**config.mk**
```make
export PLATFORM = sky130hd
export DESIGN_NAME = mcu_sequencer_flat
export DESIGN_NICKNAME = d
export VERILOG_FILES = /design/src/rtl/mcu_sequencer_if.sv /design/src/rtl/mcu_sequencer.sv /design/src/flat_wrapper.sv
export SDC_FILE = /design/constraint.sdc
export NUM_CORES = 2
export LEC_CHECK = 0
export ABC_CLOCK_PERIOD_IN_PS = 7350
export CAP_MARGIN = 15
export CORE_MARGIN = 4
export CORE_UTILIZATION = 56
export CTS_BUF_LIST = sky130_fd_sc_hd__clkbuf_16
export DETAILED_ROUTE_END_ITERATION = 10
export GPL_TIMING_DRIVEN = 0
export PLACE_DENSITY = 0.75
export SLEW_MARGIN = 0
export SYNTH_ARGS = -nofsm -noshare
export SYNTH_HDL_FRONTEND = slang
export SYNTH_SLANG_ARGS = --single-unit
```
**constraint.sdc**
```tcl
create_clock -name clk -period 7.35 [get_ports clk]
set_input_delay 1.47 -clock clk [delete_from_list [all_inputs] [get_ports clk]]
set_output_delay 1.47 -clock clk [all_outputs]
set_load 0.05 [all_outputs]
```
**src/rtl/mcu_sequencer_if.sv**
```systemverilog
// Load-port and issue-port signals for mcu_sequencer.
// master = program loader / execution unit side, slave = sequencer side.
interface mcu_sequencer_if #(
  parameter int unsigned OP_SZ   = 32,
  parameter int unsigned MEM_SZ  = 10,
  parameter int unsigned PROG_SZ = 6
);
  localparam int unsigned INSTR_W = 4 + 2 * MEM_SZ + OP_SZ;

  logic               ld_valid;
  logic               ld_ready;
  logic [PROG_SZ-1:0] ld_addr;
  logic [INSTR_W-1:0] ld_data;

  logic [3:0]         op;
  logic [MEM_SZ-1:0]  op0;
  logic [OP_SZ-1:0]   op1;
  logic [MEM_SZ-1:0]  op2;
  logic               op_err;

  modport master (
    output ld_valid, ld_addr, ld_data, op_err,
    input  ld_ready, op, op0, op1, op2
  );

  modport slave (
    input  ld_valid, ld_addr, ld_data, op_err,
    output ld_ready, op, op0, op1, op2
  );
endinterface

```
**src/rtl/mcu_sequencer.sv**
```systemverilog
// Program-memory instruction sequencer: loads words, then issues one per RUN cycle.
// Optional single-step gating is enabled with the MCU_SEQUENCER_STEP_EN macro.
module mcu_sequencer #(
  parameter int unsigned OP_SZ   = 32,
  parameter int unsigned MEM_SZ  = 10,
  parameter int unsigned PROG_SZ = 6
) (
  input  logic               clk,
  input  logic               reset,
  input  logic               start,
  input  logic               halt_req,
`ifdef MCU_SEQUENCER_STEP_EN
  input  logic               step,
`endif
  mcu_sequencer_if.slave     bus,
  output logic [PROG_SZ-1:0] pc,
  output logic [15:0]        issue_cnt,
  output logic               busy,
  output logic               done,
  output logic               err
);

  localparam int unsigned INSTR_W = 4 + 2 * MEM_SZ + OP_SZ;
  localparam logic [3:0] OpNop = 4'd7;
  localparam logic [3:0] OpEnd = 4'd15;
  localparam logic [3:0] OpMaxLegal = 4'd8;
  localparam logic [PROG_SZ-1:0] PcLast = '1;
  localparam logic [INSTR_W-1:0] NopWord = {OpNop, {(INSTR_W - 4){1'b0}}};

  typedef enum logic [1:0] {StIdle, StRun, StDone, StErr} state_e;

  state_e             state_q, state_d;
  logic [PROG_SZ-1:0] pc_q, pc_d;
  logic [15:0]        cnt_q, cnt_d;
  logic [INSTR_W-1:0] out_q, out_d;
  logic [INSTR_W-1:0] prog_q [2**PROG_SZ];
  logic [INSTR_W-1:0] word;
  logic [3:0]         word_op;
  logic               step_en;
  logic               ld_fire;

`ifdef MCU_SEQUENCER_STEP_EN
  assign step_en = step;
`else
  assign step_en = 1'b1;
`endif

  assign word    = prog_q[pc_q];
  assign word_op = word[INSTR_W-4 +: 4];
  assign ld_fire = bus.ld_valid && bus.ld_ready;

  always_comb begin
    state_d = state_q;
    pc_d    = pc_q;
    cnt_d   = cnt_q;
    out_d   = NopWord;
    case (state_q)
      StRun: begin
        // Abort sources outrank decode of the fetched word.
        if (halt_req) begin
          state_d = StIdle;
        end else if (bus.op_err) begin
          state_d = StErr;
        end else if (step_en) begin
          if (word_op == OpEnd) begin
            state_d = StDone;
          end else if (word_op > OpMaxLegal) begin
            state_d = StErr;
          end else begin
            out_d = word;
            cnt_d = cnt_q + 16'd1;
            // Last address finishes the program instead of wrapping pc.
            if (pc_q == PcLast) begin
              state_d = StDone;
            end else begin
              pc_d = pc_q + 1'b1;
            end
          end
        end
      end
      default: begin
        if (start) begin
          state_d = StRun;
          pc_d    = '0;
          cnt_d   = '0;
        end
      end
    endcase
  end

  always_ff @(posedge clk) begin
    if (!reset) begin
      state_q <= StIdle;
      pc_q    <= '0;
      cnt_q   <= '0;
      out_q   <= NopWord;
    end else begin
      state_q <= state_d;
      pc_q    <= pc_d;
      cnt_q   <= cnt_d;
      out_q   <= out_d;
    end
  end

  // Program memory is deliberately outside reset so a reset keeps the loaded program.
  always_ff @(posedge clk) begin
    if (ld_fire) begin
      prog_q[bus.ld_addr] <= bus.ld_data;
    end
  end

  assign bus.ld_ready = (state_q != StRun);
  assign bus.op       = out_q[INSTR_W-4 +: 4];
  assign bus.op0      = out_q[MEM_SZ+OP_SZ +: MEM_SZ];
  assign bus.op1      = out_q[MEM_SZ +: OP_SZ];
  assign bus.op2      = out_q[0 +: MEM_SZ];

  assign pc        = pc_q;
  assign issue_cnt = cnt_q;
  assign busy      = (state_q == StRun);
  assign done      = (state_q == StDone);
  assign err       = (state_q == StErr);

endmodule

```
**src/flat_wrapper.sv**
```systemverilog
// flat-port wrapper written by rule: the top's interface ports become plain ports
module mcu_sequencer_flat 
#(
  parameter int unsigned OP_SZ   = 32,
  parameter int unsigned MEM_SZ  = 10,
  parameter int unsigned PROG_SZ = 6
)
  (clk, reset, start, halt_req, pc, issue_cnt, busy, done, err, bus_ld_valid, bus_ld_addr, bus_ld_data, bus_op_err, bus_ld_ready, bus_op, bus_op0, bus_op1, bus_op2);
  mcu_sequencer_if #(.OP_SZ(OP_SZ), .MEM_SZ(MEM_SZ), .PROG_SZ(PROG_SZ)) bus_i ();
  input  logic clk;
  input  logic reset;
  input  logic start;
  input  logic halt_req;
  output logic [PROG_SZ-1:0] pc;
  output logic [15:0] issue_cnt;
  output logic busy;
  output logic done;
  output logic err;
  input wire logic [$bits(bus_i.ld_valid)-1:0] bus_ld_valid;
  input wire logic [$bits(bus_i.ld_addr)-1:0] bus_ld_addr;
  input wire logic [$bits(bus_i.ld_data)-1:0] bus_ld_data;
  input wire logic [$bits(bus_i.op_err)-1:0] bus_op_err;
  output wire logic [$bits(bus_i.ld_ready)-1:0] bus_ld_ready;
  output wire logic [$bits(bus_i.op)-1:0] bus_op;
  output wire logic [$bits(bus_i.op0)-1:0] bus_op0;
  output wire logic [$bits(bus_i.op1)-1:0] bus_op1;
  output wire logic [$bits(bus_i.op2)-1:0] bus_op2;
  assign bus_i.ld_valid = bus_ld_valid;
  assign bus_i.ld_addr = bus_ld_addr;
  assign bus_i.ld_data = bus_ld_data;
  assign bus_i.op_err = bus_op_err;
  assign bus_ld_ready = bus_i.ld_ready;
  assign bus_op = bus_i.op;
  assign bus_op0 = bus_i.op0;
  assign bus_op1 = bus_i.op1;
  assign bus_op2 = bus_i.op2;
  mcu_sequencer #(.OP_SZ(OP_SZ), .MEM_SZ(MEM_SZ), .PROG_SZ(PROG_SZ)) u_core (.clk(clk), .reset(reset), .start(start), .halt_req(halt_req), .bus(bus_i), .pc(pc), .issue_cnt(issue_cnt), .busy(busy), .done(done), .err(err));
endmodule
```
Word level (Yosys, flattened, before mapping):

Memories as Yosys holds them, arrays and structs flattened. A register that Yosys moved wholly into a read port is not among the register bits.
Index checks and enable logic that the tools add are counted.

* register bits: 80
* bits in writable memories: 3584
* latch bits: 0
* input port bits: 68
* memories kept: 1
* output and inout port bits: 82
* memory bits (read-only): 0
* logic and storage cells: 52

Memory list
* u_core.prog_q: depth 64, width 56, read ports 1, clocked after Yosys merged registers in 1, wr ports 1, line mcu_sequencer.sv:36 `logic [INSTR_W-1:0] prog_q [2**PROG_SZ];`

* shift-type cells: 0
* bitwise gates (word level): 2
* multiply operators: 0
* equality and inequality tests: 12
* order comparisons: 1
* multiplexer cells: 24
* add/sub/neg operators: 2
* divide/modulo/power cells: 0
* reductions and logical operators: 6

Operators by type and width (number)
* two-way mux 16 bit: 6
* two-way mux 6 bit: 9
* adder 16 x 1 -> 16 bit (second input constant): 1
* two-way mux 2 bit: 7
* != test 2 bit (second input constant): 5
* adder 6 x 1 -> 6 bit (second input constant): 1
* equality test 6 bit (second input constant): 1
* != test 6 x 2 -> 1 bit (second input constant): 1
* AND reduction 6 bit: 1
* OR reduction 6 bit: 1
* AND reduction 5 bit: 1
* equality test 2 bit (second input constant): 2
* equality test 4 bit (second input constant): 1
* greater-than comparator 4 bit (second input constant): 1
* equality test 2 x 1 -> 1 bit (second input constant): 1
* two-way mux 1 bit: 2
* != test 2 x 1 -> 1 bit (second input constant): 1
* inverter 1 bit: 2
* AND reduction 2 bit: 1
* nonzero test 2 bit: 1
* logical AND 1 bit: 1

Longest topological paths before layout:

* depth after elaboration: 9
* depth in mapped cells: 14
* gate-level depth less buffers: 8

Worst setup path before layout:

Ideal clock, no wire load.

* path kind: input-to-reg
* start: input bus_ld_valid
* end: memory u_core.prog_q[40][0] (netlist bit) (enable)
* cell stages on the path: 4
* path buffers: 1
* required time: 6740 ps
* setup time: 610 ps
* data arrival time: 7383 ps
* path slack: -643 ps
* cell sequence: and2_1 -> clkbuf_1 -> nand4b_1 -> nor4_1

* longest elaborated chain between the ends: 3

Ends and longest elaborated chain
* start, declared: line flat_wrapper.sv:19 `input wire logic [$bits(bus_i.ld_valid)-1:0] bus_ld_valid;`
* logical AND 1 bit: line mcu_sequencer.sv:50 `assign ld_fire = bus.ld_valid && bus.ld_ready;`
* two-way mux 1 bit: line mcu_sequencer.sv:107 `if (ld_fire) begin`
* two-way mux 1 bit (not written as such): line mcu_sequencer.sv:108 `prog_q[bus.ld_addr] <= bus.ld_data;`
* end, declared: line mcu_sequencer.sv:36

Every way passes these cells.

==> impl_metrics.ini <==
[critical_path]
critPathArrivalTime_ns = 6.43
path_cells = clkbuf_1 -> buf_2 -> nor3_1 -> a21oi_1 -> a31oi_1 -> o221a_2 -> o211ai_1 -> buf_2 -> clkbuf_1 -> nor2b_1
critPathCaptureType = flop
critPathSlowestCell = buf_2
cp_slowest_stage_delay_ns = 0.92
path_delay_family = buffers and inverters
required_ns = 8.08
start_kind = flop
criticalPathCategory = flop to flop
crit_fanout = 14
path_buf_inv = 4

[global_routing]
top_usage_layer = met2
grt_pass1_wl_um = 547600
grt_max_degree = 65
use_met3 = 0.08652
grt_pass1_vias = 70160
grtUsageTotal = 0.3062
globalRouteMet2Util = 0.4737
gr-total-overflow = 0
antenna_found_initial = 21
met1_usage = 0.4152

[yosys]
async_reset_ff_frac = 0
ys_seq_area_frac = 0.7873
synth.avg_cell_area_um2 = 25.33
synthFlopType = edfxtp_1
synth_edf_count = 3584
syn-instance-count = 5482
synth_top_area_frac = 0.7749
syn_nets = 5552
ys_seq_elements = 3670
synth.area.top_cells = edfxtp_1 77%, mux4_2 19%, dfxtp_1 1.2%
syn_area_um2 = 138900
synth.distinct_cells = 56
yosys_warnings = 0
yosys.area.top_type = edfxtp_1

[sta]
final_hold_viol_count = 0
min_period_over_period = 0.7766
fin_skew_ns = 0.06932
worst_pin_slew_ns = 1.294
finalSetupViolations = 0
min_period_ns = 5.708
max_freq_mhz = 175.2
slew_headroom = 0.1372
rsz0062_at_grt = false
slew_violations = 0

[floorplanning]
num_rows = 182
core_um2 = 246400
start_util = 0.5637
dieArea_um2 = 256000
ios = 150
die_w_um = 506.0
die_y_um = 506.0

[routing]
drtIter0Drc = 13330
routedWlPerCell_um = 39.71
ant_nets = 0
drc = 0
vias = 69880
routed_wl_um = 389800
firstDrtPassIters = 8
vias_per_cell = 7.119

[run_status]
status = finished clean

[clock_network]
htreeDepth = 5
clockBufferDepth = 4
post_cts_buffers = 0
numCtsBuffers = 370
insertion_delay_ns = 0.98
cts_tree = built
cts_hold_buffers = 0
post_cts_resized = 0
cts_sinks = 3670
clk_pin_slew_ns = 0.06
root_buffer = clkbuf_16

[layout]
layout-drive-gt1-share = 0.3259
finalNetCount = 6259
utilization = 0.6503
final_common_cell = edfxtp_1
final_cell_mix = 3584 x edfxtp_1, 1154 x mux4_2, 375 x clkbuf_16
area_growth_pct = 15.37

[power]
vdd_drop_max_v = 0.0002866
p_switching_w = 0.008433
comb_power_share = 0.017
power.density_nw_per_um2 = 263.2
power_w = 0.04217
p_int_w = 0.03373
p_leak_nw = 48.68
p_sw_frac = 0.2000
pwr-share-clk = 0.436
pwr-share-seq = 0.547

[placement]
dp_hpwl_um = 235800
place.gp.congestion = 0.8273
io_buffers = 144

[min_path]
hp-class = flop to flop

[flow_run]
maxCapViolations = 0
per-layer routing:
layer,share of wire,up-vias
met2,0.48,6562
li1,-,25400
met5,0.00012,-
met1,0.34,36790
met4,0.049,8
met3,0.14,1119
cell families after synthesis:
logic type,Yosys count,share of synthesized area
flops,3670,0.7873
mux,1176,0.1888
buf+inv,300,0.009721
simple gates,251,0.009568
compound gates,83,0.004360
fa+ha+maj,2,0.0001802
synthesized netlist by cell type (all sizes together) (17+ instances only):
cell type	number
nor2b	58
mux2i	21
nand3	18
buf	132
dfxtp	86
edfxtp	3584
a21oi	17
nand2	26
nor2	79
mux4	1155
clkbuf	159
metrics by stage:
step           setup WS, ns  hold WS, ns  cells  setup TNS, ns  cell area [um^2]
6_report              1.642       0.4843   9816              0            160200
4_1_cts               1.823       0.4853   9771              0            160000
5_1_grt               1.724       0.4939   9790              0            160200
2_1_floorplan         1.687       0.5366   5482              0            138900
3_3_place_gp         -3.645       0.4710   8938       -7220.26            144500
3_5_place_dp          1.803       0.4769   9117              0            148300
final cells by class:
class,count,area [um^2]
Fill cell,14850,86170
Multi-Input combinational cell,1512,28680
Buffer,291,1333
Tap cell,3312,4144
Antenna cell,33,82.58
Clock inverter,279,2262
Timing Repair Buffer,335,4956
Clock buffer,375,9384
Inverter,9,33.78
Sequential cell,3670,109300
sequential cells by signal, summed over array words and instances, names as in the netlist, named ones only:
register	cells
u_core.pc	6
u_core.out_q	56
u_core.issue_cnt	16
u_core.state_q	2
u_core.prog_q	3584
power by group through the flow:
stage          Clock, W  Sequential (W)  Combinational, W
2_1_floorplan         0          0.0235          0.000250
6_report         0.0184          0.0231          0.000733
3_5_place_dp          0          0.0235          0.000707
4_1_cts          0.0184          0.0231          0.000719
3_3_place_gp          0          0.0235          0.000635
5_1_grt          0.0195          0.0230          0.000774
path summary, 6_finish.rpt:
| check | start | to | slack [ns] | cells past startpoint |
|---|---|---|---|---|
| setup / recovery | flop | u_core.out_q[4]$_SDFF_PP0_ | 1.64 | 10 |
| hold / removal | u_core.issue_cnt[15]$_SDFFE_PN0P_ | u_core.issue_cnt[15]$_SDFFE_PN0P_ | 0.48 | 2 |
| setup reg to reg | flop | u_core.out_q[4]$_SDFF_PP0_ | 1.64 | 10 |
| hold reg to reg | u_core.issue_cnt[15]$_SDFFE_PN0P_ | u_core.issue_cnt[15]$_SDFFE_PN0P_ | 0.48 | 2 |
tightest hold or removal path, cell delays in order (launching register included):
cell and delay, ns:
dfxtp_1 0.32, o31ai_1 0.06, a21oi_1 0.05
No activity file was read; power rests on OpenSTA's default activity.
